**src/rtl/star_exp_lut_arbiter.sv**
```systemverilog
// Shared exp-LUT arbiter for softmax row engines: round-robin grant, one lookup
// per cycle, tag pipeline aligned to LUT latency, per-engine saturating row sums.

module star_exp_acc_lane #(
    parameter int EXP_W = 32
) (
    input  logic             clk,
    input  logic             rst,
    input  logic             hit,
    input  logic             last,
    input  logic [EXP_W-1:0] val,
    output logic [EXP_W-1:0] sum,
    output logic             nz
);
    logic [EXP_W-1:0] acc;
    logic [EXP_W:0]   raw;

    assign raw = {1'b0, acc} + {1'b0, val};
    assign sum = raw[EXP_W] ? '1 : raw[EXP_W-1:0];
    assign nz  = |acc;

    // The last beat of a row hands its sum out and restarts the accumulator.
    always_ff @(posedge clk or posedge rst) begin
        if (rst)
            acc <= '0;
        else if (hit)
            acc <= last ? '0 : sum;
    end
endmodule

module star_exp_lut_arbiter #(
    parameter int N_REQ   = 4,
    parameter int CAM_LEN = 16,
    parameter int EXP_W   = 32,
    parameter int LUT_LAT = 1
) (
    input  logic                       clk,
    input  logic                       rst,
    input  logic                       en,
    input  logic [N_REQ-1:0]           req_valid,
    input  logic [N_REQ*CAM_LEN-1:0]   req_mv,
    input  logic [N_REQ-1:0]           req_last,
    output logic [N_REQ-1:0]           req_ready,
    output logic                       lut_en,
    output logic [$clog2(CAM_LEN)-1:0] lut_idx,
    input  logic [EXP_W-1:0]           lut_exp,
    output logic                       rsp_valid,
    output logic [$clog2(N_REQ)-1:0]   rsp_id,
    output logic [EXP_W-1:0]           rsp_exp,
    output logic                       sum_valid,
    output logic [$clog2(N_REQ)-1:0]   sum_id,
    output logic [EXP_W-1:0]           sum_exp,
    output logic                       mv_err,
    output logic                       busy
);
    localparam int IDW = $clog2(N_REQ);
    localparam int IXW = $clog2(CAM_LEN);

    typedef struct packed {
        logic [IDW-1:0] id;
        logic           last;
        logic           zero;
    } tag_t;

    logic [IDW-1:0]     ptr, gid, cand;
    logic               xfer;
    logic [CAM_LEN-1:0] mv;
    logic               mv_none, mv_multi;
    logic [IXW-1:0]     mv_idx;

    logic [LUT_LAT:0]   vld_pipe;
    tag_t               tag_pipe [LUT_LAT:0];
    tag_t               tag_o;
    logic [IXW-1:0]     idx_q;
    logic               err_q;

    logic [N_REQ-1:0][EXP_W-1:0] lane_sum;
    logic [N_REQ-1:0]            lane_nz;

    // N_REQ is a power of two, so the IDW-bit add wraps the search for free.
    always_comb begin
        req_ready = '0;
        gid       = '0;
        xfer      = 1'b0;
        cand      = '0;
        for (int k = 0; k < N_REQ; k++) begin
            cand = ptr + IDW'(k);
            if (en && !rst && !xfer && req_valid[cand]) begin
                req_ready[cand] = 1'b1;
                gid             = cand;
                xfer            = 1'b1;
            end
        end
    end

    assign mv       = req_mv[gid*CAM_LEN +: CAM_LEN];
    assign mv_none  = (mv == '0);
    assign mv_multi = |(mv & (mv - 1'b1));

    always_comb begin
        mv_idx = '0;
        for (int i = 0; i < CAM_LEN; i++)
            if (mv[i])
                mv_idx = mv_idx | IXW'(i);
    end

    always_ff @(posedge clk or posedge rst) begin
        if (rst) begin
            ptr      <= '0;
            vld_pipe <= '0;
            idx_q    <= '0;
            err_q    <= 1'b0;
            for (int s = 0; s <= LUT_LAT; s++)
                tag_pipe[s] <= '0;
        end else begin
            vld_pipe    <= {vld_pipe[LUT_LAT-1:0], xfer};
            tag_pipe[0] <= '{id: gid, last: req_last[gid], zero: mv_none | mv_multi};
            for (int s = 1; s <= LUT_LAT; s++)
                tag_pipe[s] <= tag_pipe[s-1];
            idx_q <= mv_idx;
            err_q <= xfer & mv_multi;
            if (xfer)
                ptr <= gid + 1'b1;
        end
    end

    assign lut_en  = vld_pipe[0] & ~tag_pipe[0].zero;
    assign lut_idx = lut_en ? idx_q : '0;
    assign mv_err  = vld_pipe[0] & err_q;

    // Zero-tagged beats never strobed the LUT, so lut_exp is stale for them.
    assign tag_o     = tag_pipe[LUT_LAT];
    assign rsp_valid = vld_pipe[LUT_LAT];
    assign rsp_id    = rsp_valid ? tag_o.id : '0;
    assign rsp_exp   = (rsp_valid && !tag_o.zero) ? lut_exp : '0;
    assign sum_valid = rsp_valid & tag_o.last;
    assign sum_id    = sum_valid ? tag_o.id : '0;
    assign sum_exp   = sum_valid ? lane_sum[tag_o.id] : '0;

    for (genvar g = 0; g < N_REQ; g++) begin : g_lane
        star_exp_acc_lane #(.EXP_W(EXP_W)) u_lane (
            .clk  (clk),
            .rst  (rst),
            .hit  (rsp_valid && (tag_o.id == IDW'(g))),
            .last (tag_o.last),
            .val  (rsp_exp),
            .sum  (lane_sum[g]),
            .nz   (lane_nz[g])
        );
    end

    assign busy = (|vld_pipe) | (|lane_nz);
endmodule

```
**config.mk**
```make
export PLATFORM = sky130hd
export DESIGN_NAME = star_exp_lut_arbiter
export DESIGN_NICKNAME = d
export VERILOG_FILES = /design/src/rtl/star_exp_lut_arbiter.sv
export SDC_FILE = /design/constraint.sdc
export NUM_CORES = 1
export LEC_CHECK = 0
export ABC_AREA = 1
export BUFFER_PORTS_ARGS = -buffer_cell sky130_fd_sc_hd__buf_2
export CAP_MARGIN = 20
export CORE_UTILIZATION = 35
export DETAILED_ROUTE_END_ITERATION = 10
export GPL_ROUTABILITY_DRIVEN = 0
export PLACE_DENSITY = 0.52
export SYNTH_ARGS = -nofsm -noshare
export SYNTH_HDL_FRONTEND = slang
export SYNTH_HIERARCHICAL = 1
export SYNTH_SLANG_ARGS = --single-unit
```
**constraint.sdc**
```tcl
create_clock -name clk -period 3.3 [get_ports clk]
set_input_delay 0 -clock clk [delete_from_list [all_inputs] [get_ports clk]]
set_output_delay 0 -clock clk [all_outputs]
set_load 0.05 [all_outputs]
```
==> flow_summary.json, run 1 <==
{
  "status": "finished, violations left",
  "violations": "negative setup slack",
  "critPathArrivalTime_ps": 3860,
  "netlist_area_mm2": 0.0201,
  "fin_nets": 4625,
  "rsz0062_at_grt": "true",
  "cts_max_level": 4,
  "power_density_mw_per_mm2": 615,
  "vdd_ir_drop_max_uv": 615,
  "ff2ff_path_depth": 8,
  "tritoncts": "done",
  "diodes": 0,
  "power.share.clock": 0.102,
  "async_reset_ff_frac": 1.00,
  "pin_count": 188,
  "syn_to_final_growth_pct": 57.0,
  "startpoint_type": "flop",
  "antenna_found_initial": 1,
  "wl_mm": 95.6,
  "ys_ff_latch": 145,
  "die_y_um": 242,
  "ys_seq_area_frac": 0.180,
  "grt_max_degree": 53,
  "syn_area_per_cell_um2": 5.63,
  "cap_violations": 0,
  "drt-wirelength-per-cell_um": 18.6,
  "slowest_stage": "dfrtp_2",
  "ys_top_cells_by_area": "nand2_1 25%, dfrtp_1 18%, inv_1 13%",
  "finalHoldViolations": 0,
  "cts_root_buffer": "clkbuf_16",
  "initial_core_util": 0.355,
  "synth_nets": 3816,
  "critPathCaptureType": "output port",
  "cp.depth": 20,
  "globalRouteTotalUtil": 0.314,
  "grt_pass1_wl_mm": 140,
  "synthFlopType": "dfrtp_1",
  "place_ws_ps": -314,
  "intPower_mw": 9.23,
  "first_pass_iters": 6,
  "coreArea_mm2": 0.0566,
  "num_vias": 25500,
  "hold_path_class": "in2reg",
  "clk_path_buf_depth": 2,
  "synth_edf_count": 0,
  "grt_pass1_vias": 23900,
  "path_cells": "inv_2 > or2_4 > buf_12 > nor2_4 > buf_8 > ha_4 > nand2_2 > inv_2 > nand2_4 > inv_1 > a21oi_2 > nand2_4 > a21oi_4 > buf_12 > buf_12 > nand3_4 > a22oi_1 > buf_4 > a31oi_4 > buf_6",
  "cp_top_family": "buffers and inverters",
  "cp_max_fo": 7,
  "die_area_mm2": 0.0584,
  "dieWidth_um": 242,
  "critPathMostFrequentCell": "buf_12",
  "dp_cells": 5024,
  "rows": 87,
  "fin_crit_sh": 1.17,
  "power_switching_share": 0.525,
  "crit_required_ps": 3300,
  "setup_viol": 32,
  "cts_buffers": 17,
  "relSlewSlack": 0.300,
  "tightest_slew_ps": 1050,
  "cp_slowest_stage_delay_ps": 360,
  "port_buffers": 187,
  "yosys_warnings": 6,
  "netlist_instances": 3573,
  "drtIter0Drc": 1920,
  "drive_gt1_frac": 0.352,
  "synth_cell_type_count": 46,
  "holdPathStages": 7,
  "synth_top_area_frac": 0.255,
  "cts_sinks": 145,
  "setup_ws_ps": -557,
  "p_comb_frac": 0.713,
  "routed_via_density": 4.95,
  "finalMaxSlewViolations": 0,
  "crit_type": "reg2out",
  "yosysTopAreaCell": "nand2_1",
  "power.switching_mw": 10.2,
  "drc": 0,
  "fin_skew_ps": 12.4,
  "finalNonFillerCells": 5151,
  "drtAntennaViolNets": 0,
  "clk_pin_slew_ps": 70,
  "crit_buf_inv": 9,
  "period_minus_slack_ps": 3860,
  "hpwl_mm": 78.0,
  "fmax_ghz": 0.259,
  "grt_overflow": 0,
  "power_leakage_nw": 17.9,
  "power_frac_seq": 0.185,
  "clkLatencyLatePin_ps": 470
}
==> path summary, 6_finish.rpt <==
check,slack [ps],from,end
min in group asynchronous,320,rst,g_lane[0].u_lane/acc[4]$_DFFE_PP0P_
max in group asynchronous,2160,rst,g_lane[1].u_lane/acc[24]$_DFFE_PP0P_
worst max register to register,20,tag_o[3]$_DFF_PP0_,g_lane[2].u_lane/acc[11]$_DFFE_PP0P_
worst max-delay path,-560,vld_pipe[1]$_DFF_PP0_,sum_exp[17]
worst min register to register,350,tag_pipe[2]$_DFF_PP0_,tag_o[2]$_DFF_PP0_
worst min-delay path,30,req_mv[17],idx_q[0]$_DFF_PP0_
==> metrics by stage <==
stage	area (um2)	TNS [ps]	hold slack (ps)	util	total power, mW
floorplan	20900	-296	-74.0	-	10.3
global placement	27100	-6260	248	0.479	15.3
detailed placement	27100	-6540	251	0.479	15.3
CTS	28700	-16980	15.7	0.507	17.7
global route	31600	-17950	75.1	0.558	20.7
finish	31600	-14710	27.3	0.558	19.4
==> power by group through the flow <==
stage          sequential, mW  combinational (mW)  clock [mW]
6_report                 3.59                13.8        1.99
5_1_grt                  3.66                14.9        2.08
4_1_cts                  3.40                12.3        2.00
3_5_place_dp             3.40                11.9           0
3_3_place_gp             3.41                11.9           0
2_1_floorplan            3.07                7.23           0
==> area by class of cell <==
type                            instances  area [um2]
Inverter                              733        2770
Tap cell                              756         946
Clock inverter                         10         101
Timing Repair Buffer                  862        7110
Clock buffer                           22         464
Sequential cell                       145        3630
Fill cell                            5684       25000
Multi-Input combinational cell       2623       16500
==> kinds of logic (layout without fill, tap and decap cells) <==
| logic type | count (synthesis) | count (layout) | share of synthesized area |
|---|---|---|---|
| buffers and inverters | 809 | 1627 | 0.160 |
| DFF | 145 | 145 | 0.180 |
| adders and majority gates | 136 | 136 | 0.0861 |
| xor gates and xnor gates | 55 | 55 | 0.0240 |
| AOI/OAI and AO/OA | 226 | 227 | 0.0683 |
| and+or+nand+nor | 2202 | 2205 | 0.481 |
==> state kept, by name, summed over array words and instances, names as in the netlist <==
register and count:
tag_o 4, err_q 1, idx_q 4, g_lane.u_lane/acc 128, ptr 2, vld_pipe 2
tag_pipe 4
==> worst min-delay path, delay by kind of cell <==
kind                   cells  cell delay, ps
buffers and inverters      2             120
and+or+nand+nor            5             350
==> cell usage after synthesis (5+ instances only) <==
| cell | instances |
|---|---|
| nand2_1 | 1365 |
| inv_1 | 688 |
| nand3_1 | 334 |
| nor2_1 | 233 |
| dfrtp_1 | 145 |
| ha_1 | 132 |
| a21oi_1 | 77 |
| xor2_1 | 55 |
| nand4_1 | 50 |
| clkbuf_1 | 47 |
| inv_2 | 41 |
| nand2_2 | 39 |
| nand3_2 | 38 |
| nor3_1 | 38 |
| o21ai_0 | 36 |
| a22oi_1 | 32 |
| a31oi_1 | 32 |
| nor4_1 | 22 |
| o22ai_1 | 21 |
| and2_1 | 17 |
| buf_6 | 14 |
| nor2_2 | 13 |
| nand3b_1 | 12 |
| o21ai_1 | 12 |
| and3_1 | 8 |
| a21oi_2 | 7 |
| nand3_4 | 7 |
| buf_2 | 6 |
| nor2_4 | 6 |
| nor3_2 | 6 |
| or2_2 | 6 |
| buf_4 | 5 |
==> cells in the final DEF, fill, tap and decap left out, drive strengths merged <==
| master | n |
|---|---|
| or2 | 6 |
| o21bai | 5 |
| fa | 4 |
| xor2 | 55 |
| o21ai | 49 |
| dlygate4sd3 | 3 |
| dfrtp | 145 |
| and3 | 8 |
| a31oi | 32 |
| clkinvlp | 3 |
| inv | 734 |
| o22ai | 21 |
| nand3 | 379 |
| nand3b | 12 |
| ha | 132 |
| a21oi | 88 |
| nand2 | 1409 |
| nor3 | 47 |
| bufinv | 1 |
| nor4 | 22 |
| and2 | 17 |
| clkinv | 5 |
| nand4 | 52 |
| nor2 | 253 |
| a22oi | 32 |
| buf | 854 |
| clkbuf | 27 |
==> per-layer routing <==
| metal | vias up | share of wire | GRT usage |
|---|---|---|---|
| li1 | 12700 | - | - |
| met5 | - | 0 | 0 |
| met2 | 904 | 0.44 | 0.492 |
| met1 | 11800 | 0.44 | 0.427 |
| met4 | 0 | 0.045 | 0.127 |
| met3 | 151 | 0.075 | 0.0505 |
==> repair_timing <==
item,in CTS,in global routing
cloned,3,8
gates resized for setup,174,459
endpoints found under the setup margin,38,62
pin swaps,15,84
hold buffers,3,0
hold endpoints to repair,132,0
buffers inserted,16,72
(Power assumes the default switching activity.)
==> inputs of run 2 (changes only) <==
Settings changed: HOLD_SLACK_MARGIN from default to 0.08.
==> flow_summary.json, run 2 (synthesis results as in run 1) <==
{
  "status": "finished, violations left",
  "violations": "negative setup slack",
  "vdd_ir_drop_max_uv": 617,
  "rows": 87,
  "crit_required_ps": 3300,
  "cp_slowest_stage_delay_ps": 360,
  "grt_pass1_wl_mm": 140,
  "tritoncts": "done",
  "cap_violations": 0,
  "critPathArrivalTime_ps": 3850,
  "die_y_um": 242,
  "relSlewSlack": 0.298,
  "drc": 0,
  "fmax_ghz": 0.259,
  "clkLatencyLatePin_ps": 460,
  "cts_buffers": 17,
  "clk_pin_slew_ps": 70,
  "power_leakage_nw": 17.9,
  "top_register": "g_lane.u_lane/acc",
  "tightest_slew_ps": 1050,
  "fin_hold_ws_ps": 108,
  "postPlaceCellArea_mm2": 0.0271,
  "globalRouteTotalUtil": 0.314,
  "first_pass_iters": 6,
  "dp_cells": 5024,
  "critPathCaptureType": "output port",
  "p_comb_frac": 0.713,
  "intPower_mw": 9.26,
  "power_switching_share": 0.524,
  "dieWidth_um": 242,
  "ff2ff_path_depth": 8,
  "drive_gt1_frac": 0.350,
  "period_minus_slack_ps": 3850,
  "grt_overflow": 0,
  "fin_crit_sh": 1.17,
  "grt_max_degree": 53,
  "cts_max_level": 4,
  "cts_sinks": 145,
  "drt-wirelength-per-cell_um": 18.5,
  "setup_ws_ps": -554,
  "finalMaxSlewViolations": 0,
  "pin_count": 188,
  "slowest_stage": "dfrtp_2",
  "holdPathStages": 7,
  "drtAntennaViolNets": 0,
  "die_area_mm2": 0.0584,
  "critPathMostFrequentCell": "buf_12",
  "final_common_cell": "nand2_1",
  "antenna_found_initial": 1,
  "hpwl_mm": 78.0,
  "crit_type": "reg2out",
  "fin_nets": 4639,
  "power_density_mw_per_mm2": 614,
  "grt_pass1_vias": 23900,
  "finalNonFillerCells": 5165,
  "coreArea_mm2": 0.0566,
  "path_cells": "inv_2 > or2_4 > buf_12 > nor2_4 > buf_8 > ha_4 > nand2_2 > inv_2 > nand2_4 > inv_1 > a21oi_2 > nand2_4 > a21oi_4 > buf_12 > buf_12 > nand3_4 > a22oi_1 > buf_4 > a31oi_4 > buf_6",
  "largest_register_ffs": 128,
  "num_vias": 25500,
  "finalHoldViolations": 0,
  "routed_via_density": 4.94,
  "final_area_mm2": 0.0317,
  "setup_viol": 33,
  "cp_max_fo": 7,
  "drtIter0Drc": 1918,
  "cts_root_buffer": "clkbuf_16",
  "initial_core_util": 0.355,
  "power.switching_mw": 10.2,
  "startpoint_type": "flop",
  "clk_path_buf_depth": 2,
  "port_buffers": 187,
  "layout_common_cells": "1234 x nand2_1, 670 x inv_1, 562 x buf_4",
  "power_frac_seq": 0.185,
  "hold_path_class": "in2reg",
  "power.share.clock": 0.102,
  "syn_to_final_growth_pct": 57.6,
  "wl_mm": 95.5,
  "rsz0062_at_grt": "true",
  "diodes": 0,
  "fin_skew_ps": 12.4
}
run 2: power groups by stage:
stage	combinational, mW	sequential [mW]	clock [mW]
after floorplan	7.23	3.07	0
after global placement	11.9	3.41	0
after detailed placement	11.9	3.40	0
after CTS	12.4	3.40	2.00
after global routing	15.0	3.66	2.08
final	13.9	3.59	1.98
run 2: layer usage:
layer	routed length, um	vias to the layer above	GRT usage	share of wire
met1	42100	11700	0.428	0.44
met5	0	-	0	0
met2	42000	914	0.494	0.44
li1	-	12700	-	-
met3	7130	164	0.0502	0.075
met4	4390	0	0.127	0.046
run 2: worst max-delay path: cells and delay by family (launching register included):
kind / cells / cell delay [ps]
DFF: 1 / 360
buffers and inverters: 9 / 1230
AOI/OAI and AO/OA: 4 / 720
adders and majority gates: 1 / 230
and+or+nand+nor: 6 / 820
run 2: metrics by stage:
stage                     setup TNS, ps  utilization  total power, mW  worst slack (ps)
after detailed placement          -6540        0.479             15.3              -314
final                            -14670        0.560             19.4              -554
after global routing             -17950        0.560             20.7              -645
after floorplan                    -296            -             10.3             -32.8
after global placement            -6260        0.479             15.3              -296
after CTS                        -16980        0.509             17.8              -572
run 2: repair_timing:
action | 4_1_cts | 5_1_grt
setup endpoints to repair | 38 | 65
endpoints found under the hold margin | 135 | 0
cloned | 3 | 7
resized for setup | 174 | 458
setup buffers | 16 | 71
pin swaps | 15 | 84
hold buffers | 19 | 0
run 2: layout make-up:
class / count / area (um2)
Fill cell: 5675 / 24900
Multi-Input combinational cell: 2623 / 16500
Timing Repair Buffer: 876 / 7230
Sequential cell: 145 / 3630
Inverter: 733 / 2770
Tap cell: 756 / 946
Clock buffer: 22 / 464
Clock inverter: 10 / 101
run 2: final timing paths:
kind	startpoint	endpoint	slack, ps
setup / recovery	vld_pipe[1]$_DFF_PP0_	sum_exp[17]	-550
hold / removal	req_mv[50]	idx_q[1]$_DFF_PP0_	110
setup reg to reg	tag_o[3]$_DFF_PP0_	g_lane[2].u_lane/acc[11]$_DFFE_PP0P_	-20
hold reg to reg	tag_pipe[2]$_DFF_PP0_	tag_o[2]$_DFF_PP0_	350
max in group asynchronous	rst	g_lane[1].u_lane/acc[24]$_DFFE_PP0P_	2160
min in group asynchronous	rst	g_lane[2].u_lane/acc[22]$_DFFE_PP0P_	320
